## config.mk

```make
export PLATFORM = sky130hd
export DESIGN_NAME = reg_lock_initiator_flat
export DESIGN_NICKNAME = d
export VERILOG_FILES = /design/src/rtl/reg_lock_pkg.sv /design/src/rtl/reg_lock_initiator_if.sv /design/src/rtl/lock_wait_timer.sv /design/src/rtl/reg_lock_initiator.sv /design/src/flat_wrapper.sv
export SDC_FILE = /design/constraint.sdc
export NUM_CORES = 1
export LEC_CHECK = 0
export ABC_AREA = 1
export CAP_MARGIN = 5
export CELL_PAD_IN_SITES_DETAIL_PLACEMENT = 0
export CELL_PAD_IN_SITES_GLOBAL_PLACEMENT = 1
export CORE_ASPECT_RATIO = 0.75
export CORE_MARGIN = 10
export CORE_UTILIZATION = 29
export DETAILED_ROUTE_END_ITERATION = 10
export PLACE_DENSITY_LB_ADDON = 0.25
export SKIP_CTS_REPAIR_TIMING = 1
export SLEW_MARGIN = 20
export SYNTH_ARGS = -nofsm -noshare
export SYNTH_HDL_FRONTEND = slang
export SYNTH_SLANG_ARGS = --single-unit
```

## constraint.sdc

```tcl
create_clock -name clk -period 2.6 [get_ports clk]
set_clock_uncertainty 0.05 [all_clocks]
set_input_delay 0.39 -clock clk [delete_from_list [all_inputs] [get_ports clk]]
set_output_delay 0.39 -clock clk [all_outputs]
set_load 0.1 [all_outputs]
```

## src/rtl/reg_lock_pkg.sv

```systemverilog
// Shared definitions for the register-lock initiator and the register module it talks to:
// FSM state encoding, default parameters and width helpers.
package reg_lock_pkg;

  typedef enum logic [1:0] {
    ST_IDLE    = 2'd0,
    ST_REQ     = 2'd1,
    ST_HELD    = 2'd2,
    ST_RELEASE = 2'd3
  } lock_state_e;

  localparam int DEF_NUM_PHY_REGS   = 64;
  localparam int DEF_ID_WIDTH       = 8;
  localparam int DEF_TIMEOUT_CYCLES = 255;

  function automatic int addr_width(input int num_regs);
    return (num_regs < 2) ? 1 : $clog2(num_regs);
  endfunction

  // Wide enough to hold the saturation value TIMEOUT_CYCLES itself.
  function automatic int cnt_width(input int cycles);
    return (cycles < 1) ? 1 : $clog2(cycles + 1);
  endfunction

endpackage

```

## src/rtl/reg_lock_initiator_if.sv

```systemverilog
// Register-side lock bus: the initiator drives request/release, the register module answers
// with a same-cycle grant and read data.
interface reg_lock_initiator_if
  import reg_lock_pkg::*;
#(
  parameter int ADDR_W   = addr_width(DEF_NUM_PHY_REGS),
  parameter int ID_WIDTH = DEF_ID_WIDTH
);
  logic [ADDR_W-1:0]   sic_addr;
  logic                sic_req_read;
  logic                sic_req_write;
  logic [ID_WIDTH-1:0] sic_issue_id;
  logic                sic_release;
  logic [31:0]         sic_wdata;
  logic [31:0]         sic_rdata_out;
  logic                sic_grant_out;

  modport master (
    output sic_addr, sic_req_read, sic_req_write, sic_issue_id, sic_release, sic_wdata,
    input  sic_rdata_out, sic_grant_out
  );

  modport slave (
    input  sic_addr, sic_req_read, sic_req_write, sic_issue_id, sic_release, sic_wdata,
    output sic_rdata_out, sic_grant_out
  );
endinterface

```

## src/rtl/lock_wait_timer.sv

```systemverilog
// Counts cycles spent waiting for a lock grant; saturates at TIMEOUT_CYCLES and flags
// expiry on the last allowed waiting cycle. TIMEOUT_CYCLES=0 never expires.
module lock_wait_timer
  import reg_lock_pkg::*;
#(
  parameter int TIMEOUT_CYCLES = DEF_TIMEOUT_CYCLES
) (
  input  logic clk,
  input  logic rst,
  input  logic clear,
  input  logic enable,
  output logic expire
);
  localparam int               CNT_W    = cnt_width(TIMEOUT_CYCLES);
  localparam logic [CNT_W-1:0] CNT_MAX  = CNT_W'(TIMEOUT_CYCLES);
  localparam logic [CNT_W-1:0] CNT_LAST = (TIMEOUT_CYCLES == 0) ? '0 : CNT_W'(TIMEOUT_CYCLES - 1);
  localparam bit               TIMER_ON = (TIMEOUT_CYCLES != 0);

  logic [CNT_W-1:0] count_q, count_d;

  always_comb begin
    // NOTE: default first so every path assigns count_d; otherwise a latch is inferred.
    count_d = count_q;
    if (clear) begin
      count_d = '0;
    end else if (enable && (count_q != CNT_MAX)) begin
      count_d = count_q + CNT_W'(1);
    end
  end

  // NOTE: sequential state uses non-blocking assignments so all flops update together.
  always_ff @(posedge clk) begin
    if (rst) begin
      count_q <= '0;
    end else begin
      count_q <= count_d;
    end
  end

  assign expire = TIMER_ON && (count_q == CNT_LAST);

endmodule

```

## src/rtl/reg_lock_initiator.sv

```systemverilog
// Lock initiator: takes one command, requests the register lock, optionally holds it until
// unlock/flush, releases it and reports done/aborted/timeout with registered status outputs.
module reg_lock_initiator
  import reg_lock_pkg::*;
#(
  parameter int NUM_PHY_REGS   = DEF_NUM_PHY_REGS,
  parameter int ID_WIDTH       = DEF_ID_WIDTH,
  parameter int TIMEOUT_CYCLES = DEF_TIMEOUT_CYCLES,
  localparam int ADDR_W        = addr_width(NUM_PHY_REGS)
) (
  input  logic                clk,
  input  logic                rst,

  input  logic                cmd_valid,
  output logic                cmd_ready,
  input  logic                cmd_write,
  input  logic                cmd_flash,
  input  logic [ADDR_W-1:0]   cmd_addr,
  input  logic [ID_WIDTH-1:0] cmd_id,
  input  logic [31:0]         cmd_wdata,

  input  logic                unlock,
  input  logic [31:0]         unlock_wdata,
  input  logic                flush,

  output logic                held,
  output logic                rdata_valid,
  output logic [31:0]         rdata,
  output logic                done,
  output logic                aborted,
  output logic                timeout,
  output logic                proto_err,

  reg_lock_initiator_if.master sic
);

  lock_state_e         state_q, state_d;
  logic                write_q, write_d;
  logic                flash_q, flash_d;
  logic [ADDR_W-1:0]   addr_q, addr_d;
  logic [ID_WIDTH-1:0] id_q, id_d;
  logic [31:0]         wdata_q, wdata_d;
  logic                flush_pend_q, flush_pend_d;
  logic                abort_q, abort_d;

  logic                cmd_ready_q, cmd_ready_d;
  logic                held_q, held_d;
  logic                rdata_valid_q, rdata_valid_d;
  logic [31:0]         rdata_q, rdata_d;
  logic                done_q, done_d;
  logic                aborted_q, aborted_d;
  logic                timeout_q, timeout_d;
  logic                proto_err_q, proto_err_d;
  logic                req_rd_q, req_rd_d;
  logic                req_wr_q, req_wr_d;
  logic                release_q, release_d;

  logic                grant;
  logic                expire;

  assign grant = sic.sic_grant_out;

  lock_wait_timer #(
    .TIMEOUT_CYCLES (TIMEOUT_CYCLES)
  ) u_wait_timer (
    .clk    (clk),
    .rst    (rst),
    .clear  (state_q != ST_REQ),
    .enable ((state_q == ST_REQ) && !grant),
    .expire (expire)
  );

  always_comb begin
    state_d       = state_q;
    write_d       = write_q;
    flash_d       = flash_q;
    addr_d        = addr_q;
    id_d          = id_q;
    wdata_d       = wdata_q;
    flush_pend_d  = flush_pend_q;
    abort_d       = abort_q;
    rdata_d       = rdata_q;
    proto_err_d   = proto_err_q;
    rdata_valid_d = 1'b0;
    done_d        = 1'b0;
    aborted_d     = 1'b0;
    timeout_d     = 1'b0;

    unique case (state_q)
      ST_IDLE: begin
        if (cmd_valid) begin
          write_d      = cmd_write;
          flash_d      = cmd_flash;
          addr_d       = cmd_addr;
          id_d         = cmd_id;
          wdata_d      = cmd_wdata;
          flush_pend_d = 1'b0;
          abort_d      = 1'b0;
          state_d      = ST_REQ;
        end
      end
      ST_REQ: begin
        // Grant wins over a coincident flush or timeout; a flush seen here is replayed in HELD.
        if (grant) begin
          if (!write_q) rdata_d = sic.sic_rdata_out;
          rdata_valid_d = !write_q;
          if (flash_q) begin
            state_d = ST_IDLE;
            done_d  = 1'b1;
          end else begin
            state_d      = ST_HELD;
            flush_pend_d = flush;
          end
        end else if (flush) begin
          state_d   = ST_IDLE;
          done_d    = 1'b1;
          aborted_d = 1'b1;
        end else if (expire) begin
          state_d   = ST_IDLE;
          done_d    = 1'b1;
          aborted_d = 1'b1;
          timeout_d = 1'b1;
        end
      end
      ST_HELD: begin
        if (!grant) proto_err_d = 1'b1;
        if (unlock || flush || flush_pend_q) begin
          state_d = ST_RELEASE;
          abort_d = flush || flush_pend_q;
          if (unlock && write_q) wdata_d = unlock_wdata;
        end
      end
      ST_RELEASE: begin
        if (!grant) proto_err_d = 1'b1;
        state_d   = ST_IDLE;
        done_d    = 1'b1;
        aborted_d = abort_q;
      end
      default: state_d = ST_IDLE;
    endcase

    // Bus-side outputs are registered from the next state so they line up with state_q.
    cmd_ready_d = (state_d == ST_IDLE);
    held_d      = (state_d == ST_HELD);
    req_wr_d    = (state_d != ST_IDLE) && write_d;
    req_rd_d    = (state_d != ST_IDLE) && !write_d;
    release_d   = (state_d == ST_RELEASE) || ((state_d == ST_REQ) && flash_d);
  end

  always_ff @(posedge clk) begin
    if (rst) begin
      // NOTE: datapath registers are reset too, so the bus reads all-zero right after reset.
      state_q       <= ST_IDLE;
      write_q       <= 1'b0;
      flash_q       <= 1'b0;
      addr_q        <= '0;
      id_q          <= '0;
      wdata_q       <= '0;
      flush_pend_q  <= 1'b0;
      abort_q       <= 1'b0;
      cmd_ready_q   <= 1'b1;
      held_q        <= 1'b0;
      rdata_valid_q <= 1'b0;
      rdata_q       <= '0;
      done_q        <= 1'b0;
      aborted_q     <= 1'b0;
      timeout_q     <= 1'b0;
      proto_err_q   <= 1'b0;
      req_rd_q      <= 1'b0;
      req_wr_q      <= 1'b0;
      release_q     <= 1'b0;
    end else begin
      state_q       <= state_d;
      write_q       <= write_d;
      flash_q       <= flash_d;
      addr_q        <= addr_d;
      id_q          <= id_d;
      wdata_q       <= wdata_d;
      flush_pend_q  <= flush_pend_d;
      abort_q       <= abort_d;
      cmd_ready_q   <= cmd_ready_d;
      held_q        <= held_d;
      rdata_valid_q <= rdata_valid_d;
      rdata_q       <= rdata_d;
      done_q        <= done_d;
      aborted_q     <= aborted_d;
      timeout_q     <= timeout_d;
      proto_err_q   <= proto_err_d;
      req_rd_q      <= req_rd_d;
      req_wr_q      <= req_wr_d;
      release_q     <= release_d;
    end
  end

  assign cmd_ready   = cmd_ready_q;
  assign held        = held_q;
  assign rdata_valid = rdata_valid_q;
  assign rdata       = rdata_q;
  assign done        = done_q;
  assign aborted     = aborted_q;
  assign timeout     = timeout_q;
  assign proto_err   = proto_err_q;

  assign sic.sic_addr      = addr_q;
  assign sic.sic_issue_id  = id_q;
  assign sic.sic_wdata     = wdata_q;
  assign sic.sic_req_read  = req_rd_q;
  assign sic.sic_req_write = req_wr_q;
  assign sic.sic_release   = release_q;

endmodule

```

## src/flat_wrapper.sv

```systemverilog
// flat-port wrapper written by rule: the top's interface ports become plain ports
module reg_lock_initiator_flat import reg_lock_pkg::*;
#(
  parameter int NUM_PHY_REGS   = DEF_NUM_PHY_REGS,
  parameter int ID_WIDTH       = DEF_ID_WIDTH,
  parameter int TIMEOUT_CYCLES = DEF_TIMEOUT_CYCLES,
  localparam int ADDR_W        = addr_width(NUM_PHY_REGS)
)
  (clk, rst, cmd_valid, cmd_ready, cmd_write, cmd_flash, cmd_addr, cmd_id, cmd_wdata, unlock, unlock_wdata, flush, held, rdata_valid, rdata, done, aborted, timeout, proto_err, sic_sic_addr, sic_sic_req_read, sic_sic_req_write, sic_sic_issue_id, sic_sic_release, sic_sic_wdata, sic_sic_rdata_out, sic_sic_grant_out);
  reg_lock_initiator_if #(.ADDR_W(($clog2((64)))), .ID_WIDTH(ID_WIDTH)) sic_i ();
  input  logic clk;
  input  logic rst;
  input  logic cmd_valid;
  output logic cmd_ready;
  input  logic cmd_write;
  input  logic cmd_flash;
  input  logic [ADDR_W-1:0] cmd_addr;
  input  logic [ID_WIDTH-1:0] cmd_id;
  input  logic [31:0] cmd_wdata;
  input  logic unlock;
  input  logic [31:0] unlock_wdata;
  input  logic flush;
  output logic held;
  output logic rdata_valid;
  output logic [31:0] rdata;
  output logic done;
  output logic aborted;
  output logic timeout;
  output logic proto_err;
  output wire logic [$bits(sic_i.sic_addr)-1:0] sic_sic_addr;
  output wire logic [$bits(sic_i.sic_req_read)-1:0] sic_sic_req_read;
  output wire logic [$bits(sic_i.sic_req_write)-1:0] sic_sic_req_write;
  output wire logic [$bits(sic_i.sic_issue_id)-1:0] sic_sic_issue_id;
  output wire logic [$bits(sic_i.sic_release)-1:0] sic_sic_release;
  output wire logic [$bits(sic_i.sic_wdata)-1:0] sic_sic_wdata;
  input wire logic [$bits(sic_i.sic_rdata_out)-1:0] sic_sic_rdata_out;
  input wire logic [$bits(sic_i.sic_grant_out)-1:0] sic_sic_grant_out;
  assign sic_sic_addr = sic_i.sic_addr;
  assign sic_sic_req_read = sic_i.sic_req_read;
  assign sic_sic_req_write = sic_i.sic_req_write;
  assign sic_sic_issue_id = sic_i.sic_issue_id;
  assign sic_sic_release = sic_i.sic_release;
  assign sic_sic_wdata = sic_i.sic_wdata;
  assign sic_i.sic_rdata_out = sic_sic_rdata_out;
  assign sic_i.sic_grant_out = sic_sic_grant_out;
  reg_lock_initiator #(.NUM_PHY_REGS(NUM_PHY_REGS), .ID_WIDTH(ID_WIDTH), .TIMEOUT_CYCLES(TIMEOUT_CYCLES)) u_core (.clk(clk), .rst(rst), .cmd_valid(cmd_valid), .cmd_ready(cmd_ready), .cmd_write(cmd_write), .cmd_flash(cmd_flash), .cmd_addr(cmd_addr), .cmd_id(cmd_id), .cmd_wdata(cmd_wdata), .unlock(unlock), .unlock_wdata(unlock_wdata), .flush(flush), .held(held), .rdata_valid(rdata_valid), .rdata(rdata), .done(done), .aborted(aborted), .timeout(timeout), .proto_err(proto_err), .sic(sic_i));
endmodule
```

-- After elaboration in Yosys (flattened, before gate mapping)
Cells that the tools add are included.
Widths: inputs -> output; s select.
- flip-flop bits (word level): 102
- output and inout bits: 88
- logic and storage cells: 94
- input port bits: 118
- muxes and demuxes: 28
- reductions and logical operators: 28
- $add $sub $neg: 1
- equal/unequal tests: 14
- bitwise operators: 3
- operators with widths (cell ; count):
    $mux 32 ; 3
    $pmux 32 s2 ; 1
    $mux 1 ; 13
    $mux 2 ; 6
    $add 8x1->8 const B ; 1
    $eq 2x2->1 const B ; 4
    $eq 8x8->1 const B ; 1
    $ne 8x8->1 const B ; 1
    $pmux 1 s2 ; 4
    $pmux 2 s4 ; 1
    $reduce_and 4->1 ; 2
    $logic_and 1x1->1 ; 6
    $ne 2x1->1 const B ; 3
    $ne 2x2->1 const B ; 3
    $reduce_and 3->1 ; 2
    $reduce_bool 2->1 ; 3
    $eq 2x1->1 const B ; 2
    $logic_not 2->1 ; 2
    $logic_or 1x1->1 ; 4
    $reduce_and 2->1 ; 2
    $reduce_or 2->1 ; 2
    $reduce_or 4->1 ; 1
    $logic_not 1->1 ; 3
    $not 1->1 ; 3
    $reduce_or 3->1 ; 1

-- Depth between registers and ports, before layout
- depth after elaboration: 8
- mapped depth: 9
- mapped depth without buffers: 9

-- Cells and area by module
Synthesis repeated with hierarchy kept, for this count alone.
- cell total of the unflattened synthesis: 587
- area, all modules: 4141.5 sq um
- by module, submodules not included (module ; times used ; cells each ; area each (sq um) ; seq. area each (sq um)):
    reg_lock_initiator ; 1 ; 522 ; 3696.0 ; 1881.8
    lock_wait_timer ; 1 ; 65 ; 445.4 ; 160.2

-- Worst setup path after synthesis
No wires, ideal clock.
- kind: register -> register
- start point: register u_core.sic.sic_wdata[0] (netlist name)
- end point: register u_core.wdata_q[0] (netlist: u_core.sic.sic_wdata[0])
- cell stages (with the launch flop): 3
- arrival time: 1266 ps
- clock period less this slack: 1391 ps
- setup time: 75 ps
- setup slack: 1209 ps
- path buffers: 0
- required time: 2475 ps
- path through: dfxtp_1 > o21ai_0 > a31oi_1
- RTL lines (item ; line ; RTL):
    end signal: assignment ; reg_lock_initiator.sv:178 ; wdata_q <= wdata_d;
    end: declaration ; reg_lock_initiator.sv:42 ; logic [31:0] wdata_q, wdata_d;

-- Final worst setup path
- start point: register u_core.state_q[0]
- end point: register u_core.req_wr_q (netlist: u_core.sic.sic_req_write)
- longest elaborated chain between the ends: 6
- elaborated cells on any way between the ends: 13
- classes of those cells: eq/ne: 3; mux: 7; reduce/logical: 3
- ends and longest elaborated chain (item ; line ; RTL):
    start: declaration ; reg_lock_initiator.sv:37 ; lock_state_e state_q, state_d;
    start signal: assignment ; reg_lock_initiator.sv:173 ; state_q <= state_d;
    $mux 2 ; reg_lock_initiator.sv:118 ; end else if (expire) begin
    $mux 2 ; reg_lock_initiator.sv:114 ; end else if (flush) begin
    $mux 2 ; reg_lock_initiator.sv:104 ; if (grant) begin
    $pmux 2 s4 ; reg_lock_initiator.sv:89 ; unique case (state_q)
    $reduce_bool 2->1 ; reg_lock_initiator.sv:145 ; req_wr_d = (state_d != ST_IDLE) && write_d;
    $logic_and 1x1->1 * ; reg_lock_initiator.sv:145 ;
    end signal: assignment ; reg_lock_initiator.sv:190 ; req_wr_q <= req_wr_d;
    end: declaration ; reg_lock_initiator.sv:55 ; logic req_wr_q, req_wr_d;
Every way passes the cells marked *; elsewhere a longest branch is shown, timed or not.
A chain may end at the register's enable or synchronous reset.

==> results.py <==
metrics = {
    "grt": {
        "use_met2": 0.2233,
        "grt_pass1_vias": 4054,
        "grt_first_pass_wirelength_mm": 21.17,
        "antenna_found_initial": 0,
        "grt_max_degree": 48,
        "gr-usage-all-layers": 0.1369,
        "use_met3": 0.05845,
        "grt_overflow_total": 0,
        "busiest_layer": "met2",
        "gr-usage-met1": 0.1598,
    },
    "synthesis": {
        "netlist.area_leader.share": 0.5118,
        "avgSynthCellArea_sq_um": 7.444,
        "synth_most_common_cell": "nor2_1",
        "synth_top_family_by_area": "simple AND/OR/NAND/NOR gates",
        "yosysWarnings": 0,
        "synth_adder_area_share": 0.006272,
        "synth-seq-cells": 102,
        "synthTopCellsByArea": "dfxtp_1, o21ai_0, nor2_1, nand2_1, a31oi_1",
        "yosysTopAreaCell": "dfxtp_1",
        "synth_xor_area_frac": 0,
        "synth-compound-area-share": 0.1834,
        "synth-seq-area-share": 0.5118,
        "synth_simple_gate_area_frac": 0.2371,
        "async_flop_share": 0,
        "ys_top_cells_by_count": "nor2_1, nand2_1, dfxtp_1",
        "muxShareOfSynthArea": 0,
        "syn_area_sq_um": 3990,
        "synth_edf_count": 0,
        "syn-num-nets": 656,
        "synthFlopType": "dfxtp_1",
        "ys_types": 24,
        "syn_inst": 536,
    },
    "routing": {
        "dr_total_vias": 4170,
        "wl_mm": 13.88,
        "wire_per_inst_microns": 15.30,
        "first_pass_iters": 5,
        "drc_errors": 0,
        "antenna_left": 0,
        "viasPerCell": 4.598,
        "drt_iter0_drc": 189,
    },
    "worst_setup_path": {
        "required_ns": 2.79,
        "timing.rr.start": "u_core.state_q[0]",
        "critPathKind": "reg -> reg",
        "cp_data_arrival_time_ns": 2.21,
        "ff2ff_path_depth": 8,
        "startpoint_type": "register",
        "crit_path_cell_trace": "inv_2, nand2_4, buf_4, inv_2, nor2_1, nand4_1, nand2_1, inv_1",
        "r2r_end": "u_core.sic.sic_req_write",
        "crit_path_end_kind": "register",
        "path_common_cell": "inv_2",
        "cpPeakStageDelay_ns": 0.46,
        "worst_path_max_delay_cell": "dfxtp_1",
        "worst-path-buf-inv": 4,
        "critPathMaxFanout": 36,
        "r2r_slack_ns": 0.58,
        "critical_path.top_delay_family": "buffers and inverters",
    },
    "worst_hold_path": {
        "hp-class": "reg -> reg",
        "worstHoldEndpoint": "u_core.proto_err",
        "hp-start": "u_core.proto_err",
        "min_path_cells": 2,
    },
    "power": {
        "p_sw_w": 0.001831,
        "power_switching_share": 0.3835,
        "clkPwrFrac": 0.294,
        "ir_drop_mv": 0.3638,
        "p_int_w": 0.002944,
        "power_leakage_nw": 2.744,
        "cellPowerDensity_nw_per_um2": 760.1,
        "power_frac_comb": 0.336,
        "pwr-share-seq": 0.370,
    },
    "finish": {
        "diodes": 0,
        "layout.nets": 848,
        "n_fill_cell": 1369,
        "regArea_sq_um": 2042,
        "area_growth_pct": 57.45,
        "drive_gt1_frac": 0.1653,
        "multi_input_area_sq_um": 1703,
        "final_cells": 907,
    },
    "die": {
        "rows": 37,
        "num_io_pins": 206,
        "core_area_sq_um": 13610,
        "die_x_microns": 155.4,
        "dieHeight_microns": 121.6,
        "start_util": 0.2932,
        "fp.dieArea_sq_um": 18900,
    },
    "timing": {
        "worst_pin_slew_ns": 1.067,
        "setup-tns-final_ns": 0,
        "setup_slack_ns": 0.5777,
        "min_period_ns": 2.022,
        "rsz0062_at_grt": "no",
        "slew-limit-headroom": 0.2876,
        "setup_viol": 0,
        "finalCritPeriodShare": 0.7778,
        "max_freq_mhz": 494.5,
        "slew_viol_final": 0,
        "timing.final.hold_violations": 0,
        "hold_slack_ns": 0.4290,
    },
    "clock_tree": {
        "clk_path_buf_depth": 2,
        "cts_sinks": 102,
        "root_buffer": "clkbuf_16",
        "clk_pin_slew_worst_paths_ns": 0.06,
        "cts_tree": "built",
        "htreeDepth": 3,
        "numCtsBuffers": 9,
        "clk_latency_ns": 0.34,
    },
    "placed_design": {
        "routabilityCongestion": 0.8128,
        "post-dp-hpwl_mm": 10.34,
        "dp_slack_ns": 0.2946,
        "placed_cells": 892,
        "io_buffers": 205,
    },
    "job": {
        "maxCapViolCount": 0,
    },
    "status": {
        "status": "finished, final reports clean",
    },
}
## state kept, by name (all words and copies together) (netlist names), 2 cells and up
signal	cells
u_core.state_q	2
u_core.sic.sic_addr	6
u_core.rdata	32
u_core.sic.sic_wdata	32
u_core.u_wait_timer.count_q	8
u_core.sic.sic_issue_id	8
## cells by family after synthesis
kind of cell / Yosys count
AND/OR/NAND/NOR: 236
adder cells (fa/ha/maj): 2
buffers and inverters: 60
AO/OA/AOI/OAI: 136
flip-flops: 102
## how the worst max path moves through the flow
stage	from	to	cells past startpoint
after floorplan	u_core.sic.sic_wdata[0]	u_core.sic.sic_wdata[0]	2
after detailed placement	sic_sic_grant_out	u_core.rdata[28]	6
after CTS	u_core.state_q[0]	u_core.sic.sic_req_write	8
after global placement	unlock	u_core.sic.sic_wdata[1]	5
final	u_core.state_q[0]	u_core.sic.sic_req_write	8
after global routing	u_core.state_q[0]	u_core.sic.sic_req_write	8
## layout by cell type, fill, tap and decap left out
cell type        instances
nor2_1                 109
buf_4                   94
clkinv_2                 1
nand4_1                  3
a21oi_1                 15
o21ai_4                  1
clkdlybuf4s50_1        117
bufinv_16                2
nand2_1                106
o21ai_1                  3
nor4_1                   1
nand2_2                  3
nor2_2                   2
clkbuf_16                9
nand2_4                  1
ha_1                     2
clkbuf_1                 2
nor3_4                   1
inv_2                    5
o21ai_0                 85
inv_1                   24
buf_16                   1
a31oi_1                 32
nor3b_1                  1
clkinvlp_4               1
nand3b_1                 1
dfxtp_1                102
nand3_1                  8
## power groups by stage
stage          clock (W)  combinational [W]  sequential (W)
3_5_place_dp           0            0.00162         0.00180
2_1_floorplan          0           0.000270         0.00267
5_1_grt          0.00151            0.00168         0.00178
6_report         0.00140            0.00161         0.00176
4_1_cts          0.00146            0.00162         0.00176
3_3_place_gp           0            0.00160         0.00179
## metrics by stage
stage | util | cell area [sq um] | total power (W)
after CTS | 0.4616 | 6282 | 0.004844
final | 0.4616 | 6282 | 0.004775
after floorplan | - | 3990 | 0.002936
after global placement | 0.4371 | 5949 | 0.003394
after global routing | 0.4616 | 6282 | 0.004975
after detailed placement | 0.4391 | 5977 | 0.003414
## worst register-to-register path, stage by stage (launching register included)
cell and delay, ns:
dfxtp_1 0.46, inv_2 0.10, nand2_4 0.08, buf_4 0.35, inv_2 0.37, nor2_1 0.25, nand4_1 0.14, nand2_1 0.08
inv_1 0.04
## cell type report
cell class | count | area share
tap | 175 | 0.03485
timing repair buffer | 212 | 0.3031
inverter | 29 | 0.01733
sequential | 102 | 0.3250
multi-input combinational | 374 | 0.2711
clock buffer | 11 | 0.03704
clock inverter | 4 | 0.01155
## per-layer routing
metal / up-vias / part of all wire
met1: 1891 / 0.42
met4: 0 / 0.014
met3: 15 / 0.084
met2: 132 / 0.48
li1: 2132 / -
met5: - / 0
Power figures use the tool's default switching activity.
